`src/rtl/uart8.sv`:
```
// uart8: 8N1 full-duplex UART with a 16x oversampled receiver and a bit-period transmitter.
// Receiver and transmitter are independent FSMs that share only clock and reset.
module uart8 #(
  parameter int CLOCK_RATE = 100000000,
  parameter int BAUD_RATE  = 9600
) (
  input  logic       clk,
  input  logic       rst,
  input  logic       rxEn,
  input  logic       rx,
  output logic [7:0] out,
  output logic       rxDone,
  output logic       rxBusy,
  output logic       rxErr,
  input  logic       txEn,
  input  logic       txStart,
  input  logic [7:0] in,
  output logic       txBusy,
  output logic       txDone,
  output logic       tx
);

  localparam int RX_DIV = CLOCK_RATE / (BAUD_RATE * 16);
  localparam int TX_DIV = CLOCK_RATE / BAUD_RATE;
  localparam int RX_DW  = (RX_DIV > 1) ? $clog2(RX_DIV) : 1;
  localparam int TX_DW  = (TX_DIV > 1) ? $clog2(TX_DIV) : 1;
  localparam logic [RX_DW-1:0] RX_LAST = RX_DW'(RX_DIV - 1);
  localparam logic [TX_DW-1:0] TX_LAST = TX_DW'(TX_DIV - 1);

  typedef enum logic [1:0] {RX_IDLE, RX_START, RX_DATA, RX_STOP} rxState_t;
  typedef enum logic [1:0] {TX_IDLE, TX_START, TX_DATA, TX_STOP} txState_t;

  rxState_t         r_rxState, w_rxNext;
  logic [1:0]       r_rxSync;
  logic             r_rxPrev;
  logic [RX_DW-1:0] r_rxDiv;
  logic [3:0]       r_rxTicks;
  logic [2:0]       r_rxBit;
  logic [7:0]       r_rxShift;
  logic [7:0]       r_out;
  logic             r_rxDone;
  logic             r_rxErr;
  logic             w_rxLine;
  logic             w_rxFall;
  logic             w_rxTick;
  logic             w_rxSample;
  logic             w_rxGood;
  logic             w_rxBad;

  txState_t         r_txState, w_txNext;
  logic [TX_DW-1:0] r_txDiv;
  logic [2:0]       r_txBit;
  logic [7:0]       r_txData;
  logic             r_txDone;
  logic             w_txBitEnd;
  logic             w_txAccept;
  logic             w_txFinish;
  logic             w_tx;

  assign w_rxLine = r_rxSync[1];
  assign w_rxFall = r_rxPrev & ~w_rxLine;
  assign w_rxTick = (r_rxState != RX_IDLE) && (r_rxDiv == RX_LAST);

  // rx is asynchronous to clk; the edge detector only ever sees the synchronized copy
  always_ff @(posedge clk or posedge rst) begin
    if (rst) begin
      r_rxSync <= 2'b11;
      r_rxPrev <= 1'b1;
    end else begin
      r_rxSync <= {r_rxSync[0], rx};
      r_rxPrev <= w_rxLine;
    end
  end

  always_ff @(posedge clk or posedge rst) begin
    if (rst) r_rxState <= RX_IDLE;
    else     r_rxState <= w_rxNext;
  end

  always_comb begin
    w_rxNext   = r_rxState;
    w_rxSample = 1'b0;
    w_rxGood   = 1'b0;
    w_rxBad    = 1'b0;
    case (r_rxState)
      RX_IDLE:  if (w_rxFall) w_rxNext = RX_START;
      RX_START: if (w_rxTick && r_rxTicks == 4'd7) w_rxNext = w_rxLine ? RX_IDLE : RX_DATA;
      RX_DATA: begin
        if (w_rxTick && r_rxTicks == 4'd15) begin
          w_rxSample = 1'b1;
          if (r_rxBit == 3'd7) w_rxNext = RX_STOP;
        end
      end
      RX_STOP: begin
        if (w_rxTick && r_rxTicks == 4'd15) begin
          w_rxNext = RX_IDLE;
          w_rxGood = w_rxLine;
          w_rxBad  = ~w_rxLine;
        end
      end
      default: w_rxNext = RX_IDLE;
    endcase
    if (!rxEn) begin
      w_rxNext   = RX_IDLE;
      w_rxSample = 1'b0;
      w_rxGood   = 1'b0;
      w_rxBad    = 1'b0;
    end
  end

  // Idle holds the divider and tick count at zero, so every frame starts from a clean phase
  always_ff @(posedge clk or posedge rst) begin
    if (rst) begin
      r_rxDiv   <= '0;
      r_rxTicks <= 4'd0;
      r_rxBit   <= 3'd0;
      r_rxShift <= 8'h00;
      r_out     <= 8'h00;
      r_rxDone  <= 1'b0;
      r_rxErr   <= 1'b0;
    end else begin
      r_rxDiv <= (r_rxState == RX_IDLE || w_rxTick) ? '0 : r_rxDiv + 1'b1;
      if (r_rxState == RX_IDLE)
        r_rxTicks <= 4'd0;
      else if (w_rxTick)
        r_rxTicks <= (r_rxState == RX_START && r_rxTicks == 4'd7) ? 4'd0 : r_rxTicks + 4'd1;
      if (r_rxState != RX_DATA) r_rxBit <= 3'd0;
      else if (w_rxSample)      r_rxBit <= r_rxBit + 3'd1;
      if (w_rxSample) r_rxShift <= {w_rxLine, r_rxShift[7:1]};
      if (w_rxGood)   r_out     <= r_rxShift;
      r_rxDone <= w_rxGood;
      r_rxErr  <= w_rxBad;
    end
  end

  assign out    = r_out;
  assign rxDone = r_rxDone;
  assign rxErr  = r_rxErr;
  assign rxBusy = (r_rxState != RX_IDLE);

  assign w_txBitEnd = (r_txDiv == TX_LAST);

  always_ff @(posedge clk or posedge rst) begin
    if (rst) r_txState <= TX_IDLE;
    else     r_txState <= w_txNext;
  end

  // Accepting in IDLE also covers the txDone cycle, which gives back-to-back frames
  always_comb begin
    w_txNext   = r_txState;
    w_txAccept = 1'b0;
    w_txFinish = 1'b0;
    case (r_txState)
      TX_IDLE: begin
        if (txStart) begin
          w_txAccept = 1'b1;
          w_txNext   = TX_START;
        end
      end
      TX_START: if (w_txBitEnd) w_txNext = TX_DATA;
      TX_DATA:  if (w_txBitEnd && r_txBit == 3'd7) w_txNext = TX_STOP;
      TX_STOP: begin
        if (w_txBitEnd) begin
          w_txNext   = TX_IDLE;
          w_txFinish = 1'b1;
        end
      end
      default: w_txNext = TX_IDLE;
    endcase
    if (!txEn) begin
      w_txNext   = TX_IDLE;
      w_txAccept = 1'b0;
      w_txFinish = 1'b0;
    end
  end

  always_ff @(posedge clk or posedge rst) begin
    if (rst) begin
      r_txDiv  <= '0;
      r_txBit  <= 3'd0;
      r_txData <= 8'h00;
      r_txDone <= 1'b0;
    end else begin
      r_txDiv <= (r_txState == TX_IDLE || w_txBitEnd) ? '0 : r_txDiv + 1'b1;
      if (r_txState != TX_DATA) r_txBit <= 3'd0;
      else if (w_txBitEnd)      r_txBit <= r_txBit + 3'd1;
      if (w_txAccept) r_txData <= in;
      r_txDone <= w_txFinish;
    end
  end

  always_comb begin
    w_tx = 1'b1;
    case (r_txState)
      TX_START: w_tx = 1'b0;
      TX_DATA:  w_tx = r_txData[r_txBit];
      default:  w_tx = 1'b1;
    endcase
  end

  assign tx     = w_tx;
  assign txBusy = (r_txState != TX_IDLE);
  assign txDone = r_txDone;

endmodule

```
`config.mk`:
```
export PLATFORM = sky130hd
export DESIGN_NAME = uart8
export DESIGN_NICKNAME = d
export VERILOG_FILES = /design/src/rtl/uart8.sv
export SDC_FILE = /design/constraint.sdc
export NUM_CORES = 1
export LEC_CHECK = 0
export ABC_AREA = 1
export CAP_MARGIN = 25
export CORE_MARGIN = 3
export CORE_UTILIZATION = 40
export DETAILED_ROUTE_END_ITERATION = 8
export GPL_TIMING_DRIVEN = 0
export RECOVER_POWER = 100
export SLEW_MARGIN = 0
export SYNTH_ARGS = -nofsm -noshare
export SYNTH_HDL_FRONTEND = slang
export SYNTH_SLANG_ARGS = --single-unit
```
`constraint.sdc`:
```
create_clock -name clk -period 5.6 [get_ports clk]
set_clock_uncertainty 0.05 [all_clocks]
set_input_delay 1.12 -clock clk [delete_from_list [all_inputs] [get_ports clk]]
set_output_delay 1.12 -clock clk [all_outputs]
set_load 0.03 [all_outputs]
```
==> run summary <==
The global-route usage over all layers was 13.31%. The remaining max-slew budget at the tightest pin is -94.80%, and the total of fill cells in the finished design is 790. The post-CTS clock slew at the launch and capture registers of the worst setup and hold paths was 0.07 ns; the data arrival time of the critical path was 2.27 ns. In this run the horizontal extent of the chip is 97.87 um. Using the TritonRoute via totals, the vias-per-cell ratio works out to 4.832.

The count of pins over their slew limit is 69, and the number of buffer cells added on primary ports is 27. For this block, the routed nets add up to 5832 um of wire. Summed over its instances, the top area cell type makes up 48.18% of the synthesized netlist area. The die is 97.87 um tall.

The netlist uses 40 different library cells. Before antenna repair, the detailed router went through 4 iterations. The run gives 0 as the count of buffers added by post-CTS timing repair for setup.

The number of hold violations in the final report was 0. Among all flip-flop cells after synthesis, the most frequent one is sky130_fd_sc_hd__dfrtp_1. The logs give 4.43 ns for the required arrival time at the worst endpoint and 9 for the number of clock buffers inserted by TritonCTS. Summing all placed instances gives a cell area of 3776 um2. Yosys printed 0 warnings.

The final reports fail on capacitance limit, slew limit. The synthesized design contains 0 enable-type register cells. For the finished layout, the period the worst path requires is 3.437 ns. Number of design-rule violations left by the first detailed-router iteration: 85. The logs give 0 for the residual DRC count and 0.34 ns for the clock latency at the later pin of the worst-skew pair. The most frequently used cell type in the post-synthesis netlist is sky130_fd_sc_hd__dfrtp_1.

The share of post-route cells with drive strength above 1 is 10.37%. The die covers 9578 um2. The run gives 0 as the count of antenna-violating nets left after detailed routing. At the end of the flow the core is filled with cells to 48.73%. For the number of clock sinks seen by CTS, the log shows 68.

In the synthesized netlist, the cells that appear most often are sky130_fd_sc_hd__dfrtp_1 (65), sky130_fd_sc_hd__nand2_1 (61), sky130_fd_sc_hd__inv_1 (44). Ranked by total cell area, the synthesized netlist is headed by sky130_fd_sc_hd__dfrtp_1 (48%), sky130_fd_sc_hd__nand2_1 (6.8%), sky130_fd_sc_hd__inv_1 (4.9%). The antenna diode instance count was 0; the wire length of the first global-routing pass was 10,660 um.

The run gives 32 as the number of rows in the core area. After clock tree synthesis, the flow added hold-fix buffers numbering 0. For the final routed database, the setup TNS stands at 0 ns. The area growth from synthesis to layout is 15.01%.

Setup repair after global routing left no endpoint under its margin. Dividing total power by cell area gives a power density of 350.1 nW/um2. Derived from the worst setup path, the maximum achievable clock frequency is 0.2909 GHz.

In this run the standard cell core region covers 7968 um2. The run gives 0.7619 as the routability congestion estimate. Synthesis inferred 68 register bits. For the setup violation total in the final timing report, the log shows 0. STA classifies the critical path startpoint as a register. The synthesized netlist occupies a cell area of 3376 um2. Counting every instance in the synthesized netlist gives 362. Of the synthesized area, sequential elements account for 50.52%. The worst path uses 61.38% of the clock period. For the half-perimeter wire length after detailed placement, the log shows 4129 um.

The run finished, with violations left. The tools report the number of H-tree levels as 3. Summing all non-filler instances in the final layout gives an area of 3882 um2. The worst hold path begins at r_rxSync[0].

The initial cell density of the core is 42.37%, and the global route total overflow is 0. The analysis attributes to cell leakage a power of 1.880 nW. In this run, post-CTS repair resized a total of 0 instances. In this run the worst setup path begins at r_txState[0].

The tools report the number of global-route vias before repair as 2,426. For the pin with the worst max-slew slack, the measured transition is 2.906 ns. The highest ir drop seen on vdd was 0.2386 mV. In this run the mean area of a mapped cell was 9.325 um2. The worst setup path is of the reg2out kind. TritonCTS built the clock tree.

The run gives 388 as the net count after synthesis. The tools report the final-stage net count as 426. For the total number of vias, the log shows 2,450. The type of the tightest min-delay check is reg2reg. Counting flops with an async set or reset pin after synthesis yields a share of 100.0%.

For the number of top-level pins, the log shows 28. Of all cell types, the one taking the most synthesized area is sky130_fd_sc_hd__dfrtp_1. The detailed-route wire length per cell works out to 11.50 um. In this run the clock root is driven by a sky130_fd_sc_hd__clkbuf_8. STA classifies the critical path endpoint as an output port. The number of antenna violations at the first check in global routing was 0; the maximum net fanout on the critical path was 8. The logs give 1 for the max-cap violation count and 2 for the number of buffers on the longest clock path. Entering global routing, the biggest net connects 69 pins. The worst register-to-register path begins at r_rxDiv[0].
==> logic make-up (layout without fill, tap and decap cells) <==
family | count (synthesis) | in the layout | synth area share [%]
AO/OA/AOI/OAI | 50 | 50 | 9.971
XOR/XNOR | 7 | 7 | 1.816
adder cells (fa/ha/maj) | 12 | 12 | 4.448
buffers and inverters | 54 | 97 | 7.450
flip-flops | 68 | 68 | 50.52
multiplexers | 4 | 4 | 1.334
AND/OR/NAND/NOR | 167 | 167 | 24.46
==> per-stage QoR <==
| step | hold WS [ns] | total power [W] | cells | setup slack [ns] |
|---|---|---|---|---|
| 3_5_place_dp | 0.2976 | 0.0009383 | 491 | 2.583 |
| 6_report | 0.3109 | 0.001359 | 507 | 2.163 |
| 5_1_grt | 0.3154 | 0.001454 | 507 | 1.622 |
| 4_1_cts | 0.3066 | 0.001395 | 507 | 2.184 |
| 2_1_floorplan | 0.2952 | 0.0008409 | 362 | 2.723 |
| 3_3_place_gp | 0.2956 | 0.0009292 | 491 | 1.476 |
==> report_power, final <==
part           total, W  internal, W  switching, W
registers      0.000585     0.000548     0.0000378
logic          0.000325     0.000121      0.000204
clock network  0.000449     0.000263      0.000187
total           0.00136     0.000931      0.000428
==> critical path: stages, from the launching register on <==
cell,delay [ns]
sky130_fd_sc_hd__dfrtp_1,0.43
sky130_fd_sc_hd__inv_1,0.11
sky130_fd_sc_hd__ha_1,0.14
sky130_fd_sc_hd__clkbuf_1,0.26
sky130_fd_sc_hd__nand3_1,0.12
sky130_fd_sc_hd__o21ai_0,0.10
sky130_fd_sc_hd__dlygate4sd3_1,0.77
==> layout by cell type (no fill, tap or decap), types with 6 or more instances in the layout <==
cell type,n
sky130_fd_sc_hd__nor2_1,42
sky130_fd_sc_hd__nor3b_1,6
sky130_fd_sc_hd__clkbuf_1,8
sky130_fd_sc_hd__clkdlybuf4s50_1,8
sky130_fd_sc_hd__nand3_1,27
sky130_fd_sc_hd__inv_1,43
sky130_fd_sc_hd__nand2_1,62
sky130_fd_sc_hd__ha_1,12
sky130_fd_sc_hd__o21ai_0,23
sky130_fd_sc_hd__clkbuf_8,10
sky130_fd_sc_hd__dfrtp_1,65
sky130_fd_sc_hd__a21oi_1,16
sky130_fd_sc_hd__dlygate4sd3_1,19
sky130_fd_sc_hd__nor3_1,9
==> layout make-up <==
class	instances	area, um2	area share [%]
Sequential cell	68	1705	43.93
Multi-Input combinational cell	240	1340	34.52
Timing Repair Buffer	27	270.3	6.961
Inverter	45	172.7	4.447
Clock buffer	10	137.6	3.545
Tap cell	102	127.6	3.287
Clock inverter	6	87.58	2.256
Buffer	9	41.29	1.063
==> final timing paths <==
path                                end  slack (ns)  cells after the start
hold / removal              r_rxSync[1]        0.31                      0
min in group asynchronous        rxDone        2.02                      2
max in group asynchronous  r_rxTicks[3]        2.19                      2
setup / recovery                     tx        2.16                      6
hold reg to reg             r_rxSync[1]        0.31                      0
setup reg to reg                 out[1]        3.50                     12
==> sequential cells by signal, summed over array words and instances, names as in the netlist <==
| name | flops |
|---|---|
| r_rxSync | 2 |
| r_txDiv | 14 |
| rxDone | 1 |
| r_txState | 2 |
| r_rxState | 2 |
| r_txData | 8 |
| r_rxPrev | 1 |
| txDone | 1 |
| r_rxShift | 8 |
| r_txBit | 3 |
| rxErr | 1 |
| r_rxDiv | 10 |
| out | 8 |
| r_rxTicks | 4 |
| r_rxBit | 3 |
==> per-layer routing <==
metal  vias to the layer above  track usage, %  share of wire (%)
met5                         -               0                  0
met4                         0           3.834                1.1
met3                         8           4.286                4.2
met2                        35           21.05                 46
met1                      1160           17.56                 49
li1                       1247               -                  -
No activity file was read; power rests on OpenSTA's default activity.
